===== src/rtl/nn_fp16_pkg.sv =====
`default_nettype none
// +----------------------------------------------------------------------+
// | nn_fp16_pkg                                                          |
// | FP16 constants and field positions shared by the activation units.  |
// | Revision: 1.0                                                        |
// +----------------------------------------------------------------------+
package nn_fp16_pkg;

  localparam logic [15:0] FP16_ONE  = 16'h3C00;
  localparam logic [15:0] FP16_TWO  = 16'h4000;
  localparam logic [15:0] FP16_QNAN = 16'h7E00;

  localparam int SIGN_BIT = 15;
  localparam int EXP_MSB  = 14;
  localparam int EXP_LSB  = 10;
  localparam int MAN_MSB  = 9;
  localparam int MAN_LSB  = 0;

  localparam logic [4:0] EXP_INF = 5'h1F;

  typedef struct packed {
    logic [15:0] y;
    logic        dprime;
    logic        sat;
  } act_t;

endpackage
`default_nettype wire


===== src/rtl/fp16_hard_act_classify.sv =====
`default_nettype none
// +----------------------------------------------------------------------+
// | fp16_hard_act_classify                                               |
// | Combinational loose hard-sigmoid: value, derivative flag, sat flag. |
// | Revision: 1.0                                                        |
// +----------------------------------------------------------------------+
module fp16_hard_act_classify
  import nn_fp16_pkg::*;
(
  input  logic [15:0] x_i,
  output logic [15:0] y_o,
  output logic        dprime_o,
  output logic        sat_o
);

  logic [4:0] w_exp;
  logic [9:0] w_man;
  logic       w_nan;

  assign w_exp = x_i[EXP_MSB:EXP_LSB];
  assign w_man = x_i[MAN_MSB:MAN_LSB];
  assign w_nan = (w_exp == EXP_INF) && (w_man != 10'd0);

  // Exponent MSB set means |x| >= 2.0 (Inf included); NaN takes priority.
  always_comb begin
    y_o      = x_i;
    dprime_o = 1'b1;
    sat_o    = 1'b0;
    if (w_nan) begin
      y_o      = FP16_QNAN;
      dprime_o = 1'b0;
    end else if (x_i[EXP_MSB]) begin
      y_o      = {x_i[SIGN_BIT], FP16_TWO[14:0]};
      dprime_o = 1'b0;
      sat_o    = 1'b1;
    end
  end

endmodule
`default_nettype wire


===== src/rtl/sigmoid_fwd_stream.sv =====
`default_nettype none
// +----------------------------------------------------------------------+
// | sigmoid_fwd_stream                                                   |
// | Two-stage hard-sigmoid stream with vector framing and sat counting. |
// | Revision: 1.0                                                        |
// +----------------------------------------------------------------------+
module sigmoid_fwd_stream
  import nn_fp16_pkg::*;
#(
  parameter int VEC_LEN = 16
) (
  input  logic        clk,
  input  logic        rst,
  input  logic [15:0] IN_DATA,
  input  logic        IN_VALID,
  output logic        IN_READY,
  output logic [15:0] OUT_DATA,
  output logic        OUT_DPRIME,
  output logic        OUT_LAST,
  output logic        OUT_VALID,
  input  logic        OUT_READY,
  output logic [7:0]  SAT_COUNT,
  output logic        SAT_VALID
);

  localparam int              IDX_W    = (VEC_LEN > 1) ? $clog2(VEC_LEN) : 1;
  localparam logic [IDX_W-1:0] LAST_IDX = IDX_W'(VEC_LEN - 1);
  localparam logic [7:0]      SAT_MAX  = 8'hFF;

  logic [15:0]      w_y;
  logic             w_dp;
  logic             w_sat;
  act_t             w_act;

  act_t             s1_q, s2_q;
  logic             s1_valid_q, s2_valid_q;
  logic [IDX_W-1:0] idx_q, idx_d;
  logic [7:0]       acc_q, acc_d;
  logic [7:0]       sat_count_q, sat_count_d;
  logic             sat_valid_q, sat_valid_d;

  logic             w_s2_ready;
  logic             w_in_ready;
  logic             w_out_xfer;
  logic             w_is_last;
  logic [7:0]       w_acc_inc;

  fp16_hard_act_classify u_classify (
    .x_i      (IN_DATA),
    .y_o      (w_y),
    .dprime_o (w_dp),
    .sat_o    (w_sat)
  );

  assign w_act = {w_y, w_dp, w_sat};

  assign w_s2_ready = !s2_valid_q || OUT_READY;
  assign w_in_ready = !s1_valid_q || w_s2_ready;
  assign w_out_xfer = s2_valid_q && OUT_READY;
  assign w_is_last  = (idx_q == LAST_IDX);
  assign w_acc_inc  = (acc_q == SAT_MAX) ? SAT_MAX : acc_q + {7'd0, s2_q.sat};

  // The closing beat folds its own increment into the published count.
  always_comb begin
    idx_d       = idx_q;
    acc_d       = acc_q;
    sat_count_d = sat_count_q;
    sat_valid_d = 1'b0;
    if (w_out_xfer) begin
      if (w_is_last) begin
        idx_d       = '0;
        acc_d       = 8'd0;
        sat_count_d = w_acc_inc;
        sat_valid_d = 1'b1;
      end else begin
        idx_d = idx_q + IDX_W'(1);
        acc_d = w_acc_inc;
      end
    end
  end

  always_ff @(posedge clk or negedge rst) begin
    if (!rst) begin
      s1_q        <= '0;
      s2_q        <= '0;
      s1_valid_q  <= 1'b0;
      s2_valid_q  <= 1'b0;
      idx_q       <= '0;
      acc_q       <= 8'd0;
      sat_count_q <= 8'd0;
      sat_valid_q <= 1'b0;
    end else begin
      if (w_in_ready) begin
        s1_valid_q <= IN_VALID;
        if (IN_VALID) s1_q <= w_act;
      end
      if (w_s2_ready) begin
        s2_valid_q <= s1_valid_q;
        if (s1_valid_q) s2_q <= s1_q;
      end
      idx_q       <= idx_d;
      acc_q       <= acc_d;
      sat_count_q <= sat_count_d;
      sat_valid_q <= sat_valid_d;
    end
  end

  assign IN_READY   = w_in_ready;
  assign OUT_DATA   = s2_q.y;
  assign OUT_DPRIME = s2_q.dprime;
  assign OUT_VALID  = s2_valid_q;
  assign OUT_LAST   = s2_valid_q && w_is_last;
  assign SAT_COUNT  = sat_count_q;
  assign SAT_VALID  = sat_valid_q;

endmodule
`default_nettype wire


===== config.mk =====
export PLATFORM = sky130hd
export DESIGN_NAME = sigmoid_fwd_stream
export DESIGN_NICKNAME = d
export VERILOG_FILES = /design/src/rtl/nn_fp16_pkg.sv /design/src/rtl/fp16_hard_act_classify.sv /design/src/rtl/sigmoid_fwd_stream.sv
export SDC_FILE = /design/constraint.sdc
export NUM_CORES = 1
export LEC_CHECK = 0
export CORE_MARGIN = 3
export CORE_UTILIZATION = 41
export DETAILED_ROUTE_END_ITERATION = 10
export SLEW_MARGIN = 20
export SYNTH_ARGS = -nofsm -noshare
export SYNTH_HDL_FRONTEND = slang
export SYNTH_HIERARCHICAL = 1
export SYNTH_SLANG_ARGS = --single-unit
export TNS_END_PERCENT = 1

===== constraint.sdc =====
create_clock -name clk -period 2.2 [get_ports clk]
set_clock_uncertainty 0.15 [all_clocks]
set_input_delay 0.44 -clock clk [delete_from_list [all_inputs] [get_ports clk]]
set_output_delay 0.44 -clock clk [all_outputs]
set_load 0.01 [all_outputs]

# After elaboration in Yosys (flattened, before gate mapping)
# Index checks and enable logic that the tools add are counted.
# classes
n_reduce_logical	11
addsub	2
n_eq_ne	3
mux	11
# op_table
operator	n
$mux 16	1
$mux 8	2
$mux 15	1
$reduce_bool 10->1	1
$add 8x1->8	1
$eq 8x8->1 const B	1
$mux 1	6
$reduce_and 2->1	3
$eq 5x5->1 const B	1
$add 4x1->4 const B	1
$eq 4x4->1 const B	1
$mux 4	1
$logic_and 1x1->1	3
$logic_not 1->1	2
$logic_or 1x1->1	2
# totals
reg_bits	59
inputBits	20

# Depth between registers and ports, before layout
# depth
depth_word	4
mapped_depth	6
mapped_depth_nobuf	5

# Cells and area by module
# The synthesis kept the hierarchy.
# modules_own_cells
module	cells_per_inst	instances	area_each_um2	seq_area_each_um2
sigmoid_fwd_stream	210	1	2587.5	1476.4
fp16_hard_act_classify	24	1	190.2	0.0

# Worst setup path before layout
# Ideal clock, no wire load.
# synth_path
kind	input -> register
start	in IN_DATA[6]
end	reg s1_q[11] in the netlist's numbering
slack_ns	0.284
arrival_ns	1.641
cell_stages	4
setup_ns	0.125
required_time_ns	1.925
n_path_buf	0
path_cell_list	or4_4 -> nor4_4 -> o2bb2ai_1 -> mux2_2
# synth_via
elab_chain_cells	3
# synth_lines
element	line	text
from (decl)	sigmoid_fwd_stream.sv:14	input logic [15:0] IN_DATA,
$reduce_bool 10->1	fp16_hard_act_classify.sv:22	assign w_nan = (w_exp == EXP_INF) && (w_man != 10'd0);
$logic_and 1x1->1	fp16_hard_act_classify.sv:22	
$mux 16	fp16_hard_act_classify.sv:29	if (w_nan) begin
via w_y[9]	sigmoid_fwd_stream.sv:30	logic [15:0] w_y;
to (signal assigned)	sigmoid_fwd_stream.sv:95	if (IN_VALID) s1_q <= w_act;
to (decl)	sigmoid_fwd_stream.sv:35	act_t s1_q, s2_q;
# The timed path passes the listed nets, and every way through them passes these cells.
# A chain may end at the register's enable or synchronous reset.

# Worst setup path after layout
# layout_path
start	reg idx_q[0]
end	out OUT_LAST
# layout_via
elab_chain_cells	2
# layout_lines
element	line	text
from (decl)	sigmoid_fwd_stream.sv:37	logic [IDX_W-1:0] idx_q, idx_d;
from (signal assigned)	sigmoid_fwd_stream.sv:101	idx_q <= idx_d;
$eq 4x4->1	sigmoid_fwd_stream.sv:60	assign w_is_last = (idx_q == LAST_IDX);
$logic_and 1x1->1	sigmoid_fwd_stream.sv:112	assign OUT_LAST = s2_valid_q && w_is_last;
to (decl)	sigmoid_fwd_stream.sv:19	output logic OUT_LAST,
# Every way passes these cells.

==> flow_metrics.env <==
export IMPL_numPlacedInstances=348
export IMPL_htree_levels=3
export IMPL_tritoncts_clock_tree="yes"
export IMPL_fin_crit_ns=2.07
export IMPL_netlist_area_leader_share=0.532
export IMPL_yosys_area_top_type="sky130_fd_sc_hd__dfrtp_1"
export IMPL_yosys_warnings=6
export IMPL_first_pass_iters=6
export IMPL_vias_in_the_first_global_route=1813
export IMPL_grt_first_pass_wirelength_um=8750
export IMPL_synth_area_mm2=0.00278
export IMPL_finalCoreUtilization=0.547
export IMPL_slew_limit_headroom=0.737
export IMPL_via_per_inst=5.15
export IMPL_clkSinkCount=59
export IMPL_setup_viol=0
export IMPL_fillerInstances=586
export IMPL_syn_instance_count=234
export IMPL_antennaDiodeCount=0
export IMPL_final_layout_size_suffix_gt1_frac=0.277
export IMPL_holdCritPathClass="flip-flop to flip-flop"
export IMPL_min_period_over_period=0.943
export IMPL_postSynthAreaPerCell_um2=11.9
export IMPL_grt_busiest_layer="met2"
export IMPL_number_of_nets_with_antenna_violations_after_detailed_routing=0
export IMPL_place_area_mm2=0.00333
export IMPL_fp_dieW_um=88.3
export IMPL_critical_path_arrival_ns=1.48
export IMPL_worst_ir_drop_vdd_uv=422
export IMPL_clock_tree_buffer_depth=2
export IMPL_port_buffer_count=48
export IMPL_final_layout_net_count=308
export IMPL_synth_async_reset_ratio=1.00
export IMPL_synth_top_cells_by_area="sky130_fd_sc_hd__dfrtp_1 (53%), sky130_fd_sc_hd__mux2_2 (15%), sky130_fd_sc_hd__buf_4 (4.9%), sky130_fd_sc_hd__a21oi_1 (2.2%), sky130_fd_sc_hd__nor2b_1 (1.8%)"
export IMPL_static_leakage_power_nw=1.54
export IMPL_yosys_cell_types_count=40
export IMPL_dieHeight_um=88.3
export IMPL_drv_cap=0
export IMPL_run_status="finished, final reports clean"
export IMPL_layout_common_cells="sky130_fd_sc_hd__dfrtp_1 (59), sky130_fd_sc_hd__clkdlybuf4s50_1 (45), sky130_fd_sc_hd__mux2_2 (36), sky130_fd_sc_hd__buf_4 (14), sky130_fd_sc_hd__nor2_1 (13)"
export IMPL_layout_commonest_cell="sky130_fd_sc_hd__dfrtp_1"
export IMPL_cts_buf_count=9
export IMPL_synthFlopType="sky130_fd_sc_hd__dfrtp_1"
export IMPL_groute_usage_overall=0.148
export IMPL_drt_wl_total_um=5190
export IMPL_layoutNonFillerInstCount=366
export IMPL_fmax_mhz=482
export IMPL_grt_max_degree=60
export IMPL_critPathMaxFanout=3
export IMPL_global_route_track_usage_on_met3=0.0354
export IMPL_postSynthNetCount=257
export IMPL_area_growth_synth_to_final_pct=27.3
export IMPL_fp_dieArea_mm2=0.00780
export IMPL_drc_violation_total_after_the_first_tritonroute_iteration=85
export IMPL_ios=49
export IMPL_timing_final_hold_violations=0
export IMPL_holdPathStages=1
export IMPL_setup_worst_path_start_class="flip-flop"
export IMPL_clock_tree_root="sky130_fd_sc_hd__clkbuf_8"
export IMPL_detailroute_via_count=1885
export IMPL_std_cell_rows=29
export IMPL_drc=0
export IMPL_clk_insertion_delay_late_ns=0.32
export IMPL_preCtsSetupSlack_ns=-0.195
export IMPL_synth_ff_latch_count=59
export IMPL_grt_setup_unrepaired="no"
export IMPL_cts_reportedPaths_clkPinSlew_ns=0.07
export IMPL_pwr_density_cell_mw_per_mm2=947
export IMPL_floorplan_initialDensity=0.430
export IMPL_drv_slew=0
export IMPL_fp_coreArea_mm2=0.00646
export IMPL_wl_per_cell_um=14.2
export IMPL_grt_antenna_before_repair=0
export IMPL_global_route_usage_met1=0.206
export IMPL_grtUsageMet2=0.217
export IMPL_worst_setup_end_kind="output pin"
export IMPL_critical_path_class="flip-flop to output pin"
export IMPL_grt_remaining_overflow=0
export IMPL_gp_congestion=0.764
export IMPL_layout_setup_ws_ns=0.126
export IMPL_tightest_slew_ns=0.394
export IMPL_timing_reg2reg_worst_path_depth=5
export IMPL_required_ns=1.61
export IMPL_dp_final_hpwl_um=3560
export IMPL_share_of_synthesized_area_occupied_by_flip_flops_and_latches=0.532
export IMPL_post_route_cell_area_mm2=0.00354
export IMPL_number_of_enable_type_register_cells_in_the_synthesized_netlist=0
-- synthesized netlist by cell type, types with 2 or more instances --
cell and n:
sky130_fd_sc_hd__o21ai_0 8, sky130_fd_sc_hd__nand2_1 12, sky130_fd_sc_hd__and2_1 2, sky130_fd_sc_hd__and4_1 2
sky130_fd_sc_hd__buf_2 3, sky130_fd_sc_hd__nand2_2 2, sky130_fd_sc_hd__a31oi_1 3, sky130_fd_sc_hd__o21a_1 3
sky130_fd_sc_hd__nand4_1 4, sky130_fd_sc_hd__xor2_1 3, sky130_fd_sc_hd__nand3_1 5, sky130_fd_sc_hd__o2bb2ai_1 5
sky130_fd_sc_hd__nor2b_1 8, sky130_fd_sc_hd__ha_1 3, sky130_fd_sc_hd__nor2_1 13, sky130_fd_sc_hd__mux2_2 36
sky130_fd_sc_hd__clkbuf_1 4, sky130_fd_sc_hd__nand2b_1 3, sky130_fd_sc_hd__dfrtp_1 59, sky130_fd_sc_hd__xnor2_1 4
sky130_fd_sc_hd__nor3_2 2, sky130_fd_sc_hd__a21oi_1 12, sky130_fd_sc_hd__buf_4 18, sky130_fd_sc_hd__inv_1 2
sky130_fd_sc_hd__a2bb2oi_1 3
-- critical path, cell delays in order (launching register included) --
cell and delay [ns]:
sky130_fd_sc_hd__dfrtp_1 0.39, sky130_fd_sc_hd__ha_2 0.20, sky130_fd_sc_hd__and3_4 0.15, sky130_fd_sc_hd__and2_1 0.14, sky130_fd_sc_hd__dlygate4sd2_1 0.27
-- final cells by class --
class	instances	area, µm²	share of cell area
clock inverters	3	40.0	0.0113
flip-flops and latches	59	1480	0.418
clock buffers	12	135	0.0382
well taps	77	96.3	0.0272
inverters	2	7.51	0.00212
repair buffers	66	652	0.184
multi-input cells	147	1130	0.319
-- flip-flops by register name (all words and copies together) (netlist names) --
| name | flops |
|---|---|
| acc_q | 8 |
| OUT_VALID | 1 |
| OUT_DPRIME | 1 |
| s1_valid_q | 1 |
| SAT_VALID | 1 |
| SAT_COUNT | 8 |
| s1_q | 18 |
| OUT_DATA | 16 |
| s2_q | 1 |
| idx_q | 4 |
-- logic make-up (layout without fill, tap and decap cells) --
logic type | Yosys count | in the layout | synth area share
AOI/OAI and AO/OA | 35 | 35 | 0.0793
xor gates and xnor gates | 7 | 7 | 0.0221
adders and majority gates | 3 | 3 | 0.0135
buffers and inverters | 28 | 83 | 0.0649
DFF | 59 | 59 | 0.532
muxes | 36 | 36 | 0.146
and+or+nand+nor | 66 | 66 | 0.143
-- metrics by stage --
stage	power, mW	hold slack (ns)	TNS, ns
after CTS	3.40	0.354	0
after floorplan	2.08	-0.00559	0
after global placement	2.43	0.317	-1.09
after detailed placement	2.46	0.318	-1.28
after global routing	3.58	0.366	0
final	3.35	0.345	0
-- worst paths after layout --
kind,startpoint,to,slack [ns]
max in group asynchronous,rst,SAT_COUNT[1]$_DFFE_PN0P_,1.14
worst max-delay path,idx_q[0]$_DFFE_PN0N_,OUT_LAST,0.13
min in group asynchronous,rst,s1_q[15]$_DFFE_PN0P_,0.50
worst min register to register,s1_q[14]$_DFFE_PN0P_,OUT_DATA[12]$_DFFE_PN0P_,0.34
worst min-delay path,s1_q[14]$_DFFE_PN0P_,OUT_DATA[12]$_DFFE_PN0P_,0.34
worst max register to register,acc_q[0]$_DFFE_PN0N_,acc_q[6]$_DFFE_PN0N_,0.49
-- routing by layer --
layer,vias to the layer above,wire length (µm)
li1,914,-
met1,919,2440
met2,45,2420
met3,7,234
met4,0,93
met5,-,0
-- timing repair --
item	4_1_cts	5_1_grt
setup buffers	2	0
hold buffers	1	0
endpoints found under the setup margin	1	1
endpoints found under the hold margin	59	0
resized for setup	3	1
-- report_power, final --
part / leakage, nW / internal [mW] / total (mW) / switching [mW]
Sequential: 0.746 / 1.34 / 1.54 / 0.200
Clock: 0.0902 / 0.514 / 0.894 / 0.380
Combinational: 0.703 / 0.546 / 0.915 / 0.369
Total: 1.54 / 2.40 / 3.35 / 0.949
Power figures use the tool's default switching activity.
